**config.mk**
```make
export PLATFORM = sky130hd
export DESIGN_NAME = btn_debouncer
export DESIGN_NICKNAME = d
export VERILOG_FILES = /design/src/rtl/btn_debouncer.sv
export SDC_FILE = /design/constraint.sdc
export NUM_CORES = 1
export LEC_CHECK = 0
export CAP_MARGIN = 20
export CELL_PAD_IN_SITES_DETAIL_PLACEMENT = 1
export CELL_PAD_IN_SITES_GLOBAL_PLACEMENT = 1
export CORE_MARGIN = 2
export CORE_UTILIZATION = 40
export CTS_CLUSTER_SIZE = 24
export DETAILED_ROUTE_END_ITERATION = 10
export DONT_BUFFER_PORTS = 1
export PLACE_DENSITY = 0.73
export SETUP_SLACK_MARGIN = 0.2
export SYNTH_ARGS = -nofsm -noshare
export SYNTH_HDL_FRONTEND = slang
export SYNTH_SLANG_ARGS = --single-unit
export TNS_END_PERCENT = 100
```
**constraint.sdc**
```tcl
create_clock -name clk -period 2.2 [get_ports clk]
set_input_delay 0.44 -clock clk [delete_from_list [all_inputs] [get_ports clk]]
set_output_delay 0.44 -clock clk [all_outputs]
set_load 0.005 [all_outputs]
```
**src/rtl/btn_debouncer.sv**
```systemverilog
// Push-button debouncer driven by a slow sample clock treated as data.
// Produces a qualified level plus press, release and auto-repeat strobes.
module btn_debouncer #(
    parameter int unsigned STABLE_SAMPLES = 4,
    parameter int unsigned HOLD_SAMPLES   = 64,
    parameter int unsigned REPEAT_SAMPLES = 16,
    parameter bit          REPEAT_EN      = 1'b1,
    parameter bit          BTN_ACTIVE_LOW = 1'b0
) (
    input  logic clk,
    input  logic rst_n,
    input  logic sample_clk,
    input  logic btn_raw,
    output logic btn_level,
    output logic press_pulse,
    output logic release_pulse,
    output logic repeat_pulse
);

    localparam int unsigned CNT_W = 8;

    localparam logic [1:0] ST_RELEASED     = 2'd0;
    localparam logic [1:0] ST_PRESS_PEND   = 2'd1;
    localparam logic [1:0] ST_PRESSED      = 2'd2;
    localparam logic [1:0] ST_RELEASE_PEND = 2'd3;

    localparam logic [CNT_W-1:0] STABLE_N    = CNT_W'(STABLE_SAMPLES);
    localparam logic [CNT_W-1:0] HOLD_N      = CNT_W'(HOLD_SAMPLES);
    localparam logic [CNT_W-1:0] HOLD_RELOAD = CNT_W'(HOLD_SAMPLES - REPEAT_SAMPLES);

    logic             r_btn_s1, r_btn_s2;
    logic             r_sc_s1, r_sc_s2, r_sc_s3;
    logic [1:0]       r_state;
    logic [CNT_W-1:0] r_stable_cnt, r_hold_cnt;
    logic             r_btn_level, r_press, r_release, r_repeat;

    logic             w_sample, w_tick;
    logic [1:0]       w_state_nxt;
    logic [CNT_W-1:0] w_stable_nxt, w_hold_nxt, w_stable_inc, w_hold_inc;
    logic             w_level_nxt, w_press_nxt, w_release_nxt, w_repeat_nxt;

    assign w_sample     = r_btn_s2 ^ BTN_ACTIVE_LOW;
    assign w_tick       = r_sc_s2 & ~r_sc_s3;
    assign w_stable_inc = r_stable_cnt + CNT_W'(1);
    assign w_hold_inc   = r_hold_cnt + CNT_W'(1);

    // Input synchronisers for the button pin and the sample clock
    always_ff @(posedge clk or negedge rst_n) begin
        if (!rst_n) begin
            r_btn_s1 <= 1'b0;
            r_btn_s2 <= 1'b0;
            r_sc_s1  <= 1'b0;
            r_sc_s2  <= 1'b0;
            r_sc_s3  <= 1'b0;
        end else begin
            r_btn_s1 <= btn_raw;
            r_btn_s2 <= r_btn_s1;
            r_sc_s1  <= sample_clk;
            r_sc_s2  <= r_sc_s1;
            r_sc_s3  <= r_sc_s2;
        end
    end

    // State, counters and registered outputs
    always_ff @(posedge clk or negedge rst_n) begin
        if (!rst_n) begin
            r_state      <= ST_RELEASED;
            r_stable_cnt <= '0;
            r_hold_cnt   <= '0;
            r_btn_level  <= 1'b0;
            r_press      <= 1'b0;
            r_release    <= 1'b0;
            r_repeat     <= 1'b0;
        end else begin
            r_state      <= w_state_nxt;
            r_stable_cnt <= w_stable_nxt;
            r_hold_cnt   <= w_hold_nxt;
            r_btn_level  <= w_level_nxt;
            r_press      <= w_press_nxt;
            r_release    <= w_release_nxt;
            r_repeat     <= w_repeat_nxt;
        end
    end

    // Next-state logic; nothing moves except on a sample tick
    always_comb begin
        w_state_nxt   = r_state;
        w_stable_nxt  = r_stable_cnt;
        w_hold_nxt    = r_hold_cnt;
        w_press_nxt   = 1'b0;
        w_release_nxt = 1'b0;
        w_repeat_nxt  = 1'b0;
        if (w_tick) begin
            case (r_state)
                ST_RELEASED: begin
                    if (w_sample) begin
                        if (STABLE_SAMPLES == 32'd1) begin
                            w_state_nxt  = ST_PRESSED;
                            w_stable_nxt = '0;
                            w_hold_nxt   = '0;
                            w_press_nxt  = 1'b1;
                        end else begin
                            w_state_nxt  = ST_PRESS_PEND;
                            w_stable_nxt = CNT_W'(1);
                        end
                    end
                end
                ST_PRESS_PEND: begin
                    if (!w_sample) begin
                        w_state_nxt  = ST_RELEASED;
                        w_stable_nxt = '0;
                    end else if (w_stable_inc == STABLE_N) begin
                        w_state_nxt  = ST_PRESSED;
                        w_stable_nxt = '0;
                        w_hold_nxt   = '0;
                        w_press_nxt  = 1'b1;
                    end else begin
                        w_stable_nxt = w_stable_inc;
                    end
                end
                ST_PRESSED: begin
                    if (w_sample) begin
                        // Reload keeps hold_cnt below HOLD_SAMPLES so it never wraps
                        if (w_hold_inc == HOLD_N) begin
                            w_hold_nxt   = HOLD_RELOAD;
                            w_repeat_nxt = REPEAT_EN;
                        end else begin
                            w_hold_nxt = w_hold_inc;
                        end
                    end else if (STABLE_SAMPLES == 32'd1) begin
                        w_state_nxt   = ST_RELEASED;
                        w_stable_nxt  = '0;
                        w_hold_nxt    = '0;
                        w_release_nxt = 1'b1;
                    end else begin
                        w_state_nxt  = ST_RELEASE_PEND;
                        w_stable_nxt = CNT_W'(1);
                    end
                end
                ST_RELEASE_PEND: begin
                    if (w_sample) begin
                        w_state_nxt  = ST_PRESSED;
                        w_stable_nxt = '0;
                    end else if (w_stable_inc == STABLE_N) begin
                        w_state_nxt   = ST_RELEASED;
                        w_stable_nxt  = '0;
                        w_hold_nxt    = '0;
                        w_release_nxt = 1'b1;
                    end else begin
                        w_stable_nxt = w_stable_inc;
                    end
                end
                default: begin
                    w_state_nxt  = ST_RELEASED;
                    w_stable_nxt = '0;
                    w_hold_nxt   = '0;
                end
            endcase
        end
        w_level_nxt = (w_state_nxt == ST_PRESSED) || (w_state_nxt == ST_RELEASE_PEND);
    end

    assign btn_level     = r_btn_level;
    assign press_pulse   = r_press;
    assign release_pulse = r_release;
    assign repeat_pulse  = r_repeat;

endmodule

```
==> run_results.csv, run 1 <==
group,metric,value,unit
drt,ant_nets,0,
final_layout,syn_to_final_growth,10.0,%
power,power.density,676,nW/um2
final_layout,nNetsFinal,151,
drt,wl_per_cell,16.8,um
critical_path,crit_family,"simple AND/OR/NAND/NOR gates",
final_layout,diodes,0,
clock_tree,cts_root_buf,"clkbuf_4",
drt,drc,0,
drt,firstDrtPassIters,4,
critical_path,critical_path_arrival,2.14,ns
logic_synthesis,synthCells,139,
timing,fin_setup_tns,0,ns
timing,worst_slew_pin_slew,0.463,ns
logic_synthesis,synth.largest_area_cell,"dfrtp_1",
timing,min_period,1.92,ns
global_routing,grt_usage,18.4,%
timing,hold_viol_final,0,
logic_synthesis,seq_area_frac_synth,48.3,%
logic_synthesis,synth_cell_types,46,
run,drv_cap,0,
critical_path,crit_buf_inv,0,
timing,whs,0.132,ns
timing,worst_clock_skew,0.00148,ns
global_routing,grt_remaining_overflow,0,
power,pwr-share-comb,20.2,%
critical_path,crit_fanout,6,
clock_tree,cts_tree,"done",
final_layout,fin_area,1540,um2
drt,vias,1116,
placed_design,placed_cell_area,1460,um2
logic_synthesis,avgSynthCellArea,10.1,um2
logic_synthesis,synthTopCellsByCount,"dfrtp_1, o21ai_0, nor2_1, nand2_1, nand4_1",
timing,period_share,87.4,%
clock_tree,cts_buffer_depth,2,
timing,report.final.slew_viol_count,0,
power,pwr-share-clk,20.0,%
critical_path,cp-start-kind,"flip-flop",
logic_synthesis,yosysTopAreaCellShare,48.3,%
critical_path,worstSetupPathType,"flip-flop to flip-flop",
die,core,3340,um2
drt,finalWirelength,3190,um
power,p_seq_share,59.8,%
clock_tree,clk_pin_slew,0.14,ns
logic_synthesis,syn_area,1400,um2
drt,vias_per_cell,5.87,
power,power.internal,0.000706,W
final_layout,final_util,46.2,%
timing,setup_viol,0,
timing,max_freq,520,MHz
drt,initialDrtViolationCount,37,
logic_synthesis,async_flop_share,100,%
die,dieArea,3990,um2
final_layout,layoutNonFillerInstCount,190,
logic_synthesis,synth-seq-cells,27,
critical_path,cp-end-kind,"flip-flop",
die,pin_count,8,
logic_synthesis,syn_nets,145,
power,ir_drop,0.398,mV
clock_tree,clk_latency,0.31,ns
die,initial_core_util,42.0,%
die,die_h,63.2,um
logic_synthesis,synth_area_leaders,"dfrtp_1, o21ai_0, nor2_1",
logic_synthesis,synth_warnings,0,
placed_design,dp_hpwl,2230,um
hold_path,hold_path_class,"input port to flip-flop",
global_routing,grt_max_degree,28,
global_routing,antenna_found_initial,0,
power,power.leakage,0.661,nW
final_layout,drive_gt1_share,14.6,%
logic_synthesis,yosysMostFrequentCell,"dfrtp_1",
placed_design,placedCellCount,183,
logic_synthesis,ys.flop_type,"dfrtp_1",
run_status,outcome,"complete, no violations",
placed_design,finalWeightedCongestion,0.827,
timing,relSlewSlack,68.9,%
critical_path,cp_data_required_time,2.41,ns
critical_path,critPathSlowestCell,"or3_1",
timing,rsz0062_at_grt,"true",
global_routing,grt_pass1_wl,5870,um
clock_tree,cts.sinks,27,
power,switching_power,0.000336,W
clock_tree,cts_htree_levels,1,
placed_design,io_buffer_count,0,
critical_path,worst_path_largest_cell_delay,0.43,ns
power,netSwitchingFraction,32.2,%
global_routing,grt_pass1_vias,1160,
die,rows,21,
die,die_w,63.2,um
logic_synthesis,synth_edf_count,0,
clock_tree,cts_buffers,3,
critical_path,worstPathCellList,"ha_1 > nand2b_1 > or3_1 > nor4_4 > nor2_2 > a211o_1",
worst paths after layout:
| check | to | from | cells past startpoint | slack, ns |
|---|---|---|---|---|
| worst max-delay path | r_hold_cnt[5] | r_stable_cnt[0] | 6 | 0.28 |
| worst max register to register | r_hold_cnt[5] | r_stable_cnt[0] | 6 | 0.28 |
| worst min-delay path | r_btn_s1 | btn_raw | 0 | 0.13 |
| max in group asynchronous | r_hold_cnt[0] | rst_n | 2 | 1.50 |
| min in group asynchronous | r_hold_cnt[7] | rst_n | 2 | 0.54 |
| worst min register to register | r_btn_s2 | r_btn_s1 | 0 | 0.37 |
cells in the final DEF (no fill, tap or decap), drive strengths merged, types with 3 or more instances in the layout:
cell type / instances
nor4: 3
a21oi: 5
nor2: 14
nand3: 7
o21ai: 15
and3: 5
nand2: 10
dfrtp: 27
clkbuf: 3
nor2b: 4
nand4: 7
buf: 4
nand2b: 3
power groups by stage:
| stage | clock, W | sequential [W] | combinational [W] |
|---|---|---|---|
| 2_1_floorplan | 0 | 0.000601 | 0.000158 |
| 4_1_cts | 0.000220 | 0.000624 | 0.000210 |
| 5_1_grt | 0.000239 | 0.000636 | 0.000238 |
| 6_report | 0.000209 | 0.000623 | 0.000210 |
| 3_5_place_dp | 0 | 0.000633 | 0.000190 |
| 3_3_place_gp | 0 | 0.000629 | 0.000183 |
flip-flops by register name, indices dropped and copies added (netlist names):
signal,cells
r_stable_cnt,8
btn_level,1
r_sc_s3,1
r_state,2
r_sc_s1,1
r_sc_s2,1
r_btn_s2,1
release_pulse,1
press_pulse,1
repeat_pulse,1
r_hold_cnt,8
r_btn_s1,1
kinds of logic (layout without fill, tap and decap cells):
logic type	after synthesis	after routing	synth area share (%)
XOR/XNOR	3	3	2.41
AND/OR/NAND/NOR	62	62	26.2
flip-flops	27	27	48.3
AO/OA/AOI/OAI	37	37	17.5
buffers and inverters	5	10	1.52
adder cells (fa/ha/maj)	2	2	1.79
multiplexers	3	3	2.32
through the flow:
stage	worst slack [ns]	power, W
3_3_place_gp	0.233	0.000812
3_5_place_dp	0.195	0.000823
6_report	0.278	0.00104
4_1_cts	0.218	0.00105
2_1_floorplan	0.356	0.000758
5_1_grt	0.158	0.00111
cell type report:
class | count | area, um2
clock buffer | 3 | 22.5
clock inverter | 1 | 5.00
fill | 395 | 1800
inverter | 1 | 3.75
multi-input combinational | 107 | 723
sequential | 27 | 676
tap | 46 | 57.6
timing repair buffer | 5 | 52.6
metal layers:
layer  part of all wire, %  wire (um)  track usage (%)
met1                    49       1570             27.1
met5                     0          0                0
met4                  0.53         17             3.89
met3                   1.5         49             1.79
met2                    49       1550             29.7
what timing repair did:
item	CTS	global route
gates resized for setup	1	5
hold buffers	2	0
hold endpoints to repair	27	0
setup endpoints to repair	3	14
setup buffers	1	0
pin swaps	1	2
Note: power is estimated with default switching activity, not from simulation.
==> run 2, diff against run 1 <==
--- a/config.mk
+++ b/config.mk
@@ -13,6 +13,7 @@
 export CTS_CLUSTER_SIZE = 24
 export DETAILED_ROUTE_END_ITERATION = 10
 export DONT_BUFFER_PORTS = 1
+export GPL_TIMING_DRIVEN = 0
 export PLACE_DENSITY = 0.73
 export SETUP_SLACK_MARGIN = 0.2
 export SYNTH_ARGS = -nofsm -noshare
==> run 2 against run 1 <==
First-iteration DRC count is 57% higher. Sequential share of layout area shrank 1.0 points. Global-route usage decreased by 1.1 points. Clock skew up 0.0052 ns. Sequential power is 2% lower. Critical path depth up 1. Total power increased by 3.9%. Utilization up 1.1 points. Worst hold slack lost 0.020 ns. Fmax shrank 3.7%. Clock power grew 6%. Non-clock buffer count increased by 5. Critical path type unchanged. Critical endpoint unchanged.
==> run_results.csv, run 2 (same netlist as run 1, synthesis figures left out) <==
group,metric,value,unit
placed_design,preCtsSetupSlack,0.173,ns
global_routing,antenna_found_initial,0,
drt,vias_per_cell,5.80,
global_routing,grt_pass1_vias,1172,
timing,max_freq,501,MHz
final_layout,syn_to_final_growth,12.6,%
power,switching_power,0.000355,W
drt,vias,1131,
final_layout,nNetsFinal,156,
timing,setup_viol,0,
drt,wl_per_cell,16.3,um
placed_design,io_buffer_count,0,
clock_tree,cts_tree,"done",
drt,ant_nets,0,
final_layout,layoutNonFillerInstCount,195,
critical_path,critical_path_arrival,2.23,ns
final_layout,reg_top3,"r_hold_cnt: 8 flops, r_stable_cnt: 8 flops, r_state: 2 flops",
power,netSwitchingFraction,32.8,%
die,initial_core_util,42.0,%
clock_tree,clk_pin_slew,0.15,ns
power,p_seq_share,56.7,%
die,pin_count,8,
placed_design,placedCellCount,185,
placed_design,finalWeightedCongestion,0.787,
timing,relSlewSlack,49.7,%
clock_tree,cts.sinks,27,
clock_tree,cts_htree_levels,1,
critical_path,cp_data_required_time,2.43,ns
placed_design,dp_hpwl,2150,um
die,die_w,63.2,um
final_layout,final_common_cell,"dfrtp_1",
critical_path,cp-start-kind,"flip-flop",
power,power.density,686,nW/um2
clock_tree,clk_latency,0.33,ns
power,power.internal,0.000727,W
critical_path,worst_path_largest_cell_delay,0.44,ns
final_layout,drive_gt1_share,16.8,%
critical_path,crit_fanout,6,
clock_tree,cts_buffer_depth,2,
timing,min_period,2.00,ns
critical_path,cp-end-kind,"flip-flop",
run,drv_cap,0,
drt,firstDrtPassIters,4,
drt,initialDrtViolationCount,58,
hold_path,hold_path_class,"input port to flip-flop",
critical_path,worstPathCellList,"ha_2 > nand2b_1 > or3_4 > nor4_4 > buf_4 > nor2_4 > a211o_1",
clock_tree,cts_buffers,3,
drt,finalWirelength,3180,um
timing,rsz0062_at_grt,"true",
critical_path,worstSetupPathType,"flip-flop to flip-flop",
power,ir_drop,0.387,mV
die,dieArea,3990,um2
die,core,3340,um2
power,power.leakage,0.678,nW
die,rows,21,
timing,fin_setup_tns,0,ns
final_layout,mostFrequentLayoutCells,"dfrtp_1, o21ai_0, nor2_1",
drt,drc,0,
timing,period_share,90.7,%
clock_tree,cts_root_buf,"clkbuf_4",
global_routing,grt_max_degree,28,
global_routing,grt_usage,17.3,%
timing,hold_viol_final,0,
global_routing,grt_pass1_wl,5450,um
timing,worst_clock_skew,0.00672,ns
die,die_h,63.2,um
global_routing,grt_remaining_overflow,0,
critical_path,critPathSlowestCell,"dfrtp_1",
timing,fin_ws,0.204,ns
run_status,outcome,"complete, no violations",
final_layout,diodes,0,
power,pwr-share-comb,22.9,%
power,pwr-share-clk,20.4,%
timing,report.final.slew_viol_count,0,
timing,worst_slew_pin_slew,0.747,ns
==> run 2: per-layer routing <==
layer / wire length, um / GRT usage, % / share of wire (%)
met1: 1470 / 22.4 / 46
met2: 1610 / 29.9 / 51
met3: 66 / 2.86 / 2.1
met4: 38 / 5.00 / 1.2
met5: 0 / 0 / 0
==> run 2: final timing paths <==
path	start	to	slack (ns)	depth (start not counted)
max	r_stable_cnt[0]	r_hold_cnt[5]	0.20	7
max reg2reg	r_stable_cnt[0]	r_hold_cnt[5]	0.20	7
max in group asynchronous	rst_n	r_hold_cnt[1]	1.53	2
min	sample_clk	r_sc_s1	0.11	0
min in group asynchronous	rst_n	r_stable_cnt[5]	0.51	2
min reg2reg	r_btn_s1	r_btn_s2	0.37	0
==> run 2: timing repair <==
action,in CTS,in global routing
gates cloned,0,0
resized for setup,2,5
endpoints found under the hold margin,27,0
endpoints found under the setup margin,3,12
setup buffers,1,3
hold buffers,2,0
pin swaps,1,3
==> run 2: power groups by stage <==
stage | Clock, W | Combinational, W | Sequential (W)
finish | 0.000221 | 0.000248 | 0.000613
global placement | 0 | 0.000194 | 0.000610
CTS | 0.000230 | 0.000220 | 0.000611
detailed placement | 0 | 0.000197 | 0.000616
floorplan | 0 | 0.000158 | 0.000601
global route | 0.000247 | 0.000280 | 0.000623
==> run 2: worst max-delay path, delay by kind of cell, from the launching register on <==
kind | cells | cell delay, ns
compound gates | 1 | 0.29
buf+inv | 1 | 0.17
fa+ha+maj | 1 | 0.20
flops | 1 | 0.44
simple gates | 4 | 0.79
==> run 2: final cells by class <==
class | instances | area [um2]
clock inverter | 1 | 5.00
buffer | 4 | 17.5
timing repair buffer | 6 | 60.1
fill | 391 | 1760
inverter | 1 | 3.75
tap | 46 | 57.6
sequential | 27 | 676
clock buffer | 3 | 22.5
multi-input combinational | 107 | 734
==> run 2: stage by stage <==
step,utilization [%],power [W],instance area (um2),hold WS (ns)
final,47.2,0.00108,1580,0.112
after global routing,47.2,0.00115,1580,0.0808
after CTS,46.0,0.00106,1530,0.105
after detailed placement,43.7,0.000813,1460,0.146
after global placement,43.7,0.000804,1460,0.146
after floorplan,-,0.000758,1400,0.144
==> run 3, diff against run 2 <==
--- a/config.mk
+++ b/config.mk
@@ -8,11 +8,12 @@
 export CAP_MARGIN = 20
 export CELL_PAD_IN_SITES_DETAIL_PLACEMENT = 1
 export CELL_PAD_IN_SITES_GLOBAL_PLACEMENT = 1
-export CORE_MARGIN = 2
+export CORE_MARGIN = 10
 export CORE_UTILIZATION = 40
 export CTS_CLUSTER_SIZE = 24
 export DETAILED_ROUTE_END_ITERATION = 10
 export DONT_BUFFER_PORTS = 1
+export GPL_ROUTABILITY_DRIVEN = 0
 export GPL_TIMING_DRIVEN = 0
 export PLACE_DENSITY = 0.73
 export SETUP_SLACK_MARGIN = 0.2
==> run 3 against run 2 <==
Global-route usage is 6.9 points lower. Clock skew down 0.0056 ns. First-iteration DRC count decreased by 28%. Cell count fell by 1.5%. Setup slack improved by 0.083 ns. Critical path type unchanged. Highest routed layer unchanged.
==> run_results.csv, run 3 (same netlist as run 1, synthesis figures left out) <==
group,metric,value,unit
critical_path,cp-end-kind,"flip-flop",
global_routing,grt_remaining_overflow,0,
placed_design,preCtsSetupSlack,0.160,ns
power,pwr-share-comb,22.3,%
critical_path,rr_startpoint,"r_stable_cnt[0]",
timing,worst_clock_skew,0.00114,ns
critical_path,crit_family,"simple AND/OR/NAND/NOR gates",
clock_tree,cts_root_buf,"clkbuf_4",
power,ir_drop,0.400,mV
power,pwr-share-clk,20.1,%
drt,vias,1099,
timing,fin_ws,0.287,ns
timing,fin_setup_tns,0,ns
drt,drc,0,
die,die_h,79.2,um
final_layout,final_common_cell,"dfrtp_1",
placed_design,dp_hpwl,2230,um
critical_path,ff2ff_setup_slack,0.29,ns
drt,initialDrtViolationCount,42,
clock_tree,cts_htree_levels,1,
clock_tree,cts_tree,"done",
timing,period_share,87.0,%
power,power.leakage,0.663,nW
clock_tree,cts_buffer_depth,2,
global_routing,grt_pass1_wl,5480,um
timing,rsz0062_at_grt,"true",
clock_tree,cts_buffers,3,
power,switching_power,0.000353,W
die,die_w,79.2,um
global_routing,antenna_found_initial,0,
drt,firstDrtPassIters,4,
global_routing,grt_max_degree,28,
critical_path,worst_path_largest_cell_delay,0.45,ns
power,power.density,685,nW/um2
global_routing,grt_usage,10.5,%
timing,hold_viol_final,0,
critical_path,crit-reg2reg-capture,"r_state[1]",
drt,wl_per_cell,16.2,um
run_status,outcome,"complete, no violations",
critical_path,critPathSlowestCell,"a311o_2",
critical_path,worstSetupPathType,"flip-flop to flip-flop",
clock_tree,clk_pin_slew,0.14,ns
die,initial_core_util,41.6,%
critical_path,crit_fanout,4,
drt,finalWirelength,3110,um
die,core,3360,um2
drt,ant_nets,0,
timing,max_freq,523,MHz
drt,vias_per_cell,5.72,
power,p_seq_share,57.5,%
die,pin_count,8,
final_layout,diodes,0,
global_routing,grt_pass1_vias,1148,
timing,report.final.slew_viol_count,0,
placed_design,io_buffer_count,0,
final_layout,nNetsFinal,153,
critical_path,critical_path_arrival,2.14,ns
hold_path,hold_depth,0,
final_layout,drive_gt1_share,15.8,%
final_layout,syn_to_final_growth,11.5,%
die,rows,21,
timing,worst_slew_pin_slew,0.706,ns
critical_path,cp-start-kind,"flip-flop",
timing,relSlewSlack,52.4,%
power,netSwitchingFraction,33.0,%
clock_tree,cts.sinks,27,
run,drv_cap,0,
critical_path,cp_data_required_time,2.42,ns
hold_path,min_to,"r_btn_s1",
critical_path,r2r_cells,4,
clock_tree,clk_latency,0.32,ns
die,dieArea,6270,um2
hold_path,hold_path_class,"input port to flip-flop",
final_layout,mostFrequentLayoutCells,"dfrtp_1, o21ai_0, nor2_1",
critical_path,worstPathCellList,"and3_4 > a311o_2 > nor4_4 > mux2_2",
power,power.internal,0.000717,W
final_layout,reg_top3,"r_hold_cnt: 8 flops, r_stable_cnt: 8 flops, r_state: 2 flops",
critical_path,crit_buf_inv,0,
timing,min_period,1.91,ns
hold_path,hp-start,"btn_raw",
timing,setup_viol,0,
## run 3: cell count changes in the layout (fill, tap and decap cells not counted), sizes merged
cell,delta
buf,-3
clkinv,-1
clkbuf,+1
## run 3: final cells by class
cell class | count | area [um2]
fill | 401 | 1800
inverter | 1 | 3.75
buffer | 4 | 17.5
sequential | 27 | 677
timing repair buffer | 3 | 37.5
clock buffer | 4 | 26.3
multi-input combinational | 107 | 742
tap | 46 | 57.6
## run 3: what timing repair did
action                                 in CTS  in global routing
gates resized for setup                     1                  8
setup endpoints to repair                   3                 11
setup buffers                               1                  0
hold buffers                                2                  0
endpoints found under the hold margin      27                  0
pin swaps                                   1                  2
## run 3: through the flow
step / std cells / utilization, % / cell area (um2) / hold slack (ns) / power (W)
after floorplan: 139 / - / 1400 / 0.144 / 0.000758
after global placement: 185 / 43.3 / 1460 / 0.146 / 0.000804
after detailed placement: 185 / 43.3 / 1460 / 0.146 / 0.000825
after CTS: 192 / 45.5 / 1530 / 0.112 / 0.00106
after global routing: 192 / 46.4 / 1560 / 0.0898 / 0.00114
final: 192 / 46.4 / 1560 / 0.125 / 0.00107
## run 3: worst max-delay path by stage
| stage | slack [ns] | end | depth (start not counted) | startpoint |
|---|---|---|---|---|
| floorplan | 0.36 | r_hold_cnt[5] | 5 | r_stable_cnt[0] |
| CTS | 0.19 | r_state[0] | 6 | r_stable_cnt[0] |
| global placement | 0.21 | r_hold_cnt[5] | 5 | r_stable_cnt[0] |
| finish | 0.29 | r_state[1] | 4 | r_stable_cnt[0] |
| global route | 0.18 | r_hold_cnt[4] | 6 | r_stable_cnt[0] |
| detailed placement | 0.16 | r_hold_cnt[5] | 6 | r_stable_cnt[0] |
## run 3: power groups by stage
stage	Sequential (W)	Combinational, W	Clock [W]
final	0.000616	0.000239	0.000215
after global routing	0.000625	0.000264	0.000248
after CTS	0.000609	0.000227	0.000226
after detailed placement	0.000618	0.000207	0
after global placement	0.000611	0.000193	0
after floorplan	0.000601	0.000158	0
## run 3: routing by layer
| metal | vias to the layer above | global-route usage [%] | routed length (um) |
|---|---|---|---|
| met5 | - | 0 | 0 |
| met4 | 0 | 3.05 | 27 |
| met3 | 4 | 2.59 | 102 |
| met2 | 9 | 17.3 | 1510 |
| met1 | 549 | 13.2 | 1470 |
| li1 | 537 | - | - |
## run 3: worst register-to-register path, cell delays in order (launching register included)
cell,delay (ns)
dfrtp_1,0.44
and3_4,0.20
a311o_2,0.45
nor4_4,0.35
mux2_2,0.38
